--- config.mk ---
export PLATFORM = sky130hd
export DESIGN_NAME = ma_mem_ctrl
export DESIGN_NICKNAME = d
export VERILOG_FILES = /design/src/rtl/ma_mem_ctrl.sv
export SDC_FILE = /design/constraint.sdc
export NUM_CORES = 1
export LEC_CHECK = 0
export CORE_MARGIN = 8
export CORE_UTILIZATION = 45
export DETAILED_ROUTE_END_ITERATION = 10
export GPL_TIMING_DRIVEN = 1
export HOLD_SLACK_MARGIN = 0.03
export PLACE_DENSITY = 0.87
export SLEW_MARGIN = 10
export SYNTH_ARGS = -nofsm -noshare
export SYNTH_HDL_FRONTEND = slang
export SYNTH_SLANG_ARGS = --single-unit
--- constraint.sdc ---
create_clock -name clk -period 3.6 [get_ports clk]
set_clock_uncertainty 0.2 [all_clocks]
set_input_delay 0.54 -clock clk [delete_from_list [all_inputs] [get_ports clk]]
set_output_delay 0.54 -clock clk [all_outputs]
set_load 0.005 [all_outputs]
--- src/rtl/ma_mem_ctrl.sv ---
// RV32I memory-access-stage controller: req/ack sequencing, alignment checks, strobes and load formatting.
// Define MA_PERF_CNT_EN to build the stall/access performance counters.
module ma_mem_ctrl #(
    parameter int unsigned TIMEOUT_CYCLES = 255,
    parameter int unsigned TIMEOUT_W      = 8
) (
    input  logic        clk,
    input  logic        reset_n,
    input  logic        ma_valid,
    input  logic        Load_in,
    input  logic        MemRW_in,
    input  logic [2:0]  funct3_in,
    input  logic [31:0] ALU_Result_in,
    input  logic [31:0] DataB_in,
    output logic        mem_req,
    output logic        mem_we,
    output logic [31:0] mem_addr,
    output logic [31:0] mem_wdata,
    output logic [3:0]  mem_wstrb,
    input  logic        mem_ack,
    input  logic [31:0] mem_rdata,
    output logic        stall,
    output logic [31:0] load_data,
    output logic        load_valid,
    output logic        misalign_err,
    output logic        bus_err,
    output logic        wb_kill,
    output logic [31:0] perf_stall_cnt,
    output logic [31:0] perf_access_cnt
);

    localparam int unsigned XLEN = 32;
    localparam int unsigned SW   = XLEN / 8;

    typedef enum logic [1:0] {
        IDLE   = 2'd0,
        ACCESS = 2'd1,
        DONE   = 2'd2
    } state_t;

    state_t               state;
    logic [TIMEOUT_W-1:0] to_cnt;
    logic                 is_load_q;
    logic [2:0]           f3_q;
    logic [1:0]           off_q;

    logic                 acc;
    logic                 is_store;
    logic                 bad;
    logic                 start;
    logic [1:0]           off;
    logic [SW-1:0]        wstrb_c;
    logic [XLEN-1:0]      wdata_c;
    logic [XLEN-1:0]      fmt_c;
    logic                 timeout_hit;

    assign off         = ALU_Result_in[1:0];
    assign is_store    = MemRW_in;
    assign acc         = ma_valid & (Load_in | MemRW_in);
    assign start       = (state == IDLE) & acc & ~bad;
    assign timeout_hit = (to_cnt == TIMEOUT_W'(TIMEOUT_CYCLES - 1));

    // Alignment and encoding legality; a store never takes the unsigned encodings.
    always_comb begin
        bad = 1'b0;
        if (funct3_in[1:0] == 2'b01 && off[0]) bad = 1'b1;
        if (funct3_in[1:0] == 2'b10 && off != 2'b00) bad = 1'b1;
        if (funct3_in == 3'b011 || funct3_in[2:1] == 2'b11) bad = 1'b1;
        if (is_store && funct3_in[2]) bad = 1'b1;
    end

    // Byte-lane strobes and store-data replication.
    always_comb begin
        wstrb_c = 4'b1111;
        wdata_c = DataB_in;
        if (is_store) begin
            case (funct3_in[1:0])
                2'b00: begin
                    wstrb_c = 4'(4'b0001 << off);
                    wdata_c = {4{DataB_in[7:0]}};
                end
                2'b01: begin
                    wstrb_c = 4'(4'b0011 << off);
                    wdata_c = {2{DataB_in[15:0]}};
                end
                default: begin
                    wstrb_c = 4'b1111;
                    wdata_c = DataB_in;
                end
            endcase
        end
    end

    // Lane select and extension of the returned word.
    always_comb begin
        logic [7:0]  b;
        logic [15:0] h;
        case (off_q)
            2'd0:    b = mem_rdata[7:0];
            2'd1:    b = mem_rdata[15:8];
            2'd2:    b = mem_rdata[23:16];
            default: b = mem_rdata[31:24];
        endcase
        h = off_q[1] ? mem_rdata[31:16] : mem_rdata[15:0];
        case (f3_q)
            3'b000:  fmt_c = {{24{b[7]}}, b};
            3'b100:  fmt_c = {24'd0, b};
            3'b001:  fmt_c = {{16{h[15]}}, h};
            3'b101:  fmt_c = {16'd0, h};
            default: fmt_c = mem_rdata;
        endcase
    end

    // Reset forces stall low at once, even while an access is being presented.
    assign stall = reset_n & ((state == ACCESS) | start);

    always_ff @(posedge clk or negedge reset_n) begin
        if (!reset_n) begin
            state        <= IDLE;
            to_cnt       <= '0;
            is_load_q    <= 1'b0;
            f3_q         <= 3'd0;
            off_q        <= 2'd0;
            mem_req      <= 1'b0;
            mem_we       <= 1'b0;
            mem_addr     <= '0;
            mem_wdata    <= '0;
            mem_wstrb    <= '0;
            load_data    <= '0;
            load_valid   <= 1'b0;
            misalign_err <= 1'b0;
            bus_err      <= 1'b0;
            wb_kill      <= 1'b0;
        end else begin
            load_valid   <= 1'b0;
            misalign_err <= 1'b0;
            bus_err      <= 1'b0;
            wb_kill      <= 1'b0;
            case (state)
                IDLE: begin
                    if (acc && bad) begin
                        misalign_err <= 1'b1;
                        wb_kill      <= 1'b1;
                    end else if (start) begin
                        mem_req   <= 1'b1;
                        mem_we    <= is_store;
                        mem_addr  <= {ALU_Result_in[31:2], 2'b00};
                        mem_wdata <= wdata_c;
                        mem_wstrb <= wstrb_c;
                        is_load_q <= ~is_store;
                        f3_q      <= funct3_in;
                        off_q     <= off;
                        to_cnt    <= '0;
                        state     <= ACCESS;
                    end
                end
                ACCESS: begin
                    to_cnt <= to_cnt + TIMEOUT_W'(1);
                    if (mem_ack) begin
                        mem_req <= 1'b0;
                        mem_we  <= 1'b0;
                        if (is_load_q) begin
                            load_data  <= fmt_c;
                            load_valid <= 1'b1;
                        end
                        state <= DONE;
                    end else if (timeout_hit) begin
                        mem_req   <= 1'b0;
                        mem_we    <= 1'b0;
                        load_data <= '0;
                        bus_err   <= 1'b1;
                        wb_kill   <= 1'b1;
                        state     <= DONE;
                    end
                end
                DONE: begin
                    to_cnt <= '0;
                    state  <= IDLE;
                end
                default: state <= IDLE;
            endcase
        end
    end

`ifdef MA_PERF_CNT_EN
    // Free-running performance counters, wrapping at 2^32.
    always_ff @(posedge clk or negedge reset_n) begin
        if (!reset_n) begin
            perf_stall_cnt  <= '0;
            perf_access_cnt <= '0;
        end else begin
            if (stall) perf_stall_cnt <= perf_stall_cnt + 32'd1;
            if (start) perf_access_cnt <= perf_access_cnt + 32'd1;
        end
    end
`else
    assign perf_stall_cnt  = '0;
    assign perf_access_cnt = '0;
`endif

endmodule

==> out/metrics.cfg <==
[clock_tree]
clkTransAtPathRegs_ps = 50
clk_path_buf_depth = 2
insertion_delay_ps = 410
cts-root-buf = clkbuf_16
cts-hold-fix-buffers = 0
cts_buffers = 17
cts_tree = built
clock-sinks = 120
cts_resized = 0
cts_setup_buffers = 0
htree_levels = 4

[detailed_routing]
wl_met3_mm = 2.256
drtIter0Drc = 339
postRouteAntennaNets = 0
via_count = 4634
dr_wl_met2_mm = 8.635
drc = 0
dr.max_layer_used = met4
wl_mm = 17.25
drtPass1Iterations = 5
wire_per_inst_um = 18.97
viasPerCell = 5.098
wl_met1_mm = 6.063

[timing]
worst_pin_slew_ps = 1116
timing.final.crit_period_ps = 3064
slew_viol_final = 0
finalCritPeriodShare = 0.8511
finalWorstSetupSlack_ps = 536.1
fin_setup_tns_ps = 0
slew_headroom = 0.2532
fmax_ghz = 0.3264
finalHoldViolations = 0
setup_viol = 0
rsz0062_at_grt = false

[worst_setup_path]
path_max_fanout = 8
regToRegEndpoint = mem_wdata[2]
worst_setup_path_start_kind = input pin
r2r_cells = 4
critical_path_class = input pin to primary output
r2r-start = state[0]
timing.critical_path.required_ps = 2860
arrival_ps = 2320
reg2reg_slack_ps = 1040
crit_path_end_kind = primary output

[pwr]
clock_power_share = 0.300
internal_power_mw = 4.205
switching_power_mw = 1.596
p_per_area_mw_per_mm2 = 687.7
pwr-share-seq = 0.372
vdd_ir_drop_max_mv = 0.3329
switching_share = 0.2752
p_comb_frac = 0.328
p_total_mw = 5.801
p_leak_nw = 3.711

[global_route]
grt_pass1_wl_mm = 25.96
grt_usage = 0.2008
antenna_found_initial = 0
grt_max_degree = 104
grt_pass1_vias = 4855
overflow = 0

[run_status]
status = finished, final reports clean

[cells_and_area]
final_cell_mix = clkdlybuf4s50_1 (208), dfrtp_1 (120), conb_1 (66)
finalInstanceArea_mm2 = 0.008436
syn_to_final_growth_pct = 43.51
final_nets = 832
layout-drive-gt1-share = 0.1153
final_common_cell = clkdlybuf4s50_1
num_antenna_cells = 0

[synth]
synth_top_cell_area_share = 0.5109
synth_ff_type = dfrtp_1
synth_area_leaders = dfrtp_1 (51%), buf_4 (8.4%), mux2_2 (7.7%)
synth-edff-count = 0
synthArstFlopShare = 1.000
syn_avg_cell_area_um2 = 11.26
yosysSeqAreaShare = 0.5109
ys_seq_elements = 120
synthDistinctLibCells = 46
synth_area_leader_cell = dfrtp_1
yosys_warnings = 0
syn_area_mm2 = 0.005878
netlist_instances = 522

[floorplan]
pin_count = 276
std_cell_rows = 41
core_area_mm2 = 0.01267
start_util = 0.4639
die_x_um = 130.3
die_h_um = 130.3
dieArea_mm2 = 0.01698

[flow_run]
drv_cap = 0

[placed_design]
place_area_mm2 = 0.007833
port_buffers = 209
post-dp-hpwl_mm = 13.20
gp_congestion = 0.8734
place_ws_ps = 447.1

[min_path]
hold_path_class = input pin to asynchronous set/reset pin

==> metrics by stage <==
stage	std cells	hold WS [ps]	utilization
floorplan	587	44.41	-
global placement	878	260.1	0.6182
detailed placement	878	268.8	0.6182
CTS	909	47.00	0.6657
global route	909	86.29	0.6657
finish	909	36.71	0.6657
==> routing by layer <==
metal,global-route usage,vias to the layer above
met2,0.3419,244
li1,-,2132
met3,0.1024,26
met4,0.07582,0
met1,0.2073,2232
met5,0,-
==> cell type report <==
| type | count | area [um^2] |
|---|---|---|
| clock buffers | 22 | 454.2 |
| clock inverters | 9 | 148.9 |
| fillers | 965 | 4235 |
| inverters | 6 | 22.52 |
| multi-input cells | 364 | 2450 |
| flip-flops and latches | 120 | 3003 |
| well taps | 172 | 215.2 |
| repair buffers | 216 | 2142 |
==> state kept, by name, indices dropped and copies added, names as in the netlist, 2 cells and up <==
signal,count
mem_wdata,32
mem_wstrb,4
mem_addr,30
load_data,32
off_q,2
to_cnt,8
state,2
f3_q,3
==> cells in the mapped netlist, drive strengths merged (2+ instances only) <==
| library cell | count |
|---|---|
| a21boi | 2 |
| nor2 | 43 |
| nor3b | 2 |
| o31ai | 14 |
| nand2 | 34 |
| o21ai | 27 |
| nand4b | 2 |
| o211ai | 2 |
| buf | 82 |
| ha | 2 |
| nand4 | 3 |
| nand2b | 4 |
| or2 | 2 |
| mux2i | 13 |
| dfrtp | 120 |
| a211oi | 8 |
| clkbuf | 15 |
| o2bb2ai | 9 |
| nor4 | 2 |
| o21a | 3 |
| a21oi | 12 |
| inv | 6 |
| a22o | 8 |
| mux2 | 50 |
| nor3 | 6 |
| a21o | 2 |
| a221o | 23 |
| nor2b | 12 |
| xnor2 | 6 |
==> worst max path at each step <==
stage               cells past startpoint             start            to
finish                                  5  ALU_Result_in[0]         stall
global route                            5  ALU_Result_in[0]         stall
CTS                                     5  ALU_Result_in[0]         stall
detailed placement                      5  ALU_Result_in[0]  mem_wdata[2]
global placement                        5  ALU_Result_in[1]  mem_wdata[2]
floorplan                               6  ALU_Result_in[0]         stall
==> critical path, stage by stage <==
cell and delay [ps]:
clkdlybuf4s50_1 540, nor4_1 370, o211ai_1 140, a21boi_0 190, clkdlybuf4s50_1 550
==> logic make-up (layout without fill, tap and decap cells) <==
logic type	Yosys count	count (layout)	synth area share
AOI/OAI and AO/OA	112	112	0.1445
xor gates and xnor gates	7	7	0.01043
adders and majority gates	2	2	0.004256
buffers and inverters	103	253	0.1143
DFF	120	120	0.5109
muxes	64	64	0.1218
other	1	66	0.0006380
and+or+nand+nor	113	113	0.09323
==> power groups by stage <==
stage	combinational, mW	clock, mW	sequential, mW
4_1_cts	1.92	1.77	2.16
3_5_place_dp	1.91	0	2.17
6_report	1.90	1.74	2.16
2_1_floorplan	0.757	0	2.12
3_3_place_gp	1.86	0	2.14
5_1_grt	2.05	1.83	2.22
No activity file was read; power rests on OpenSTA's default activity.
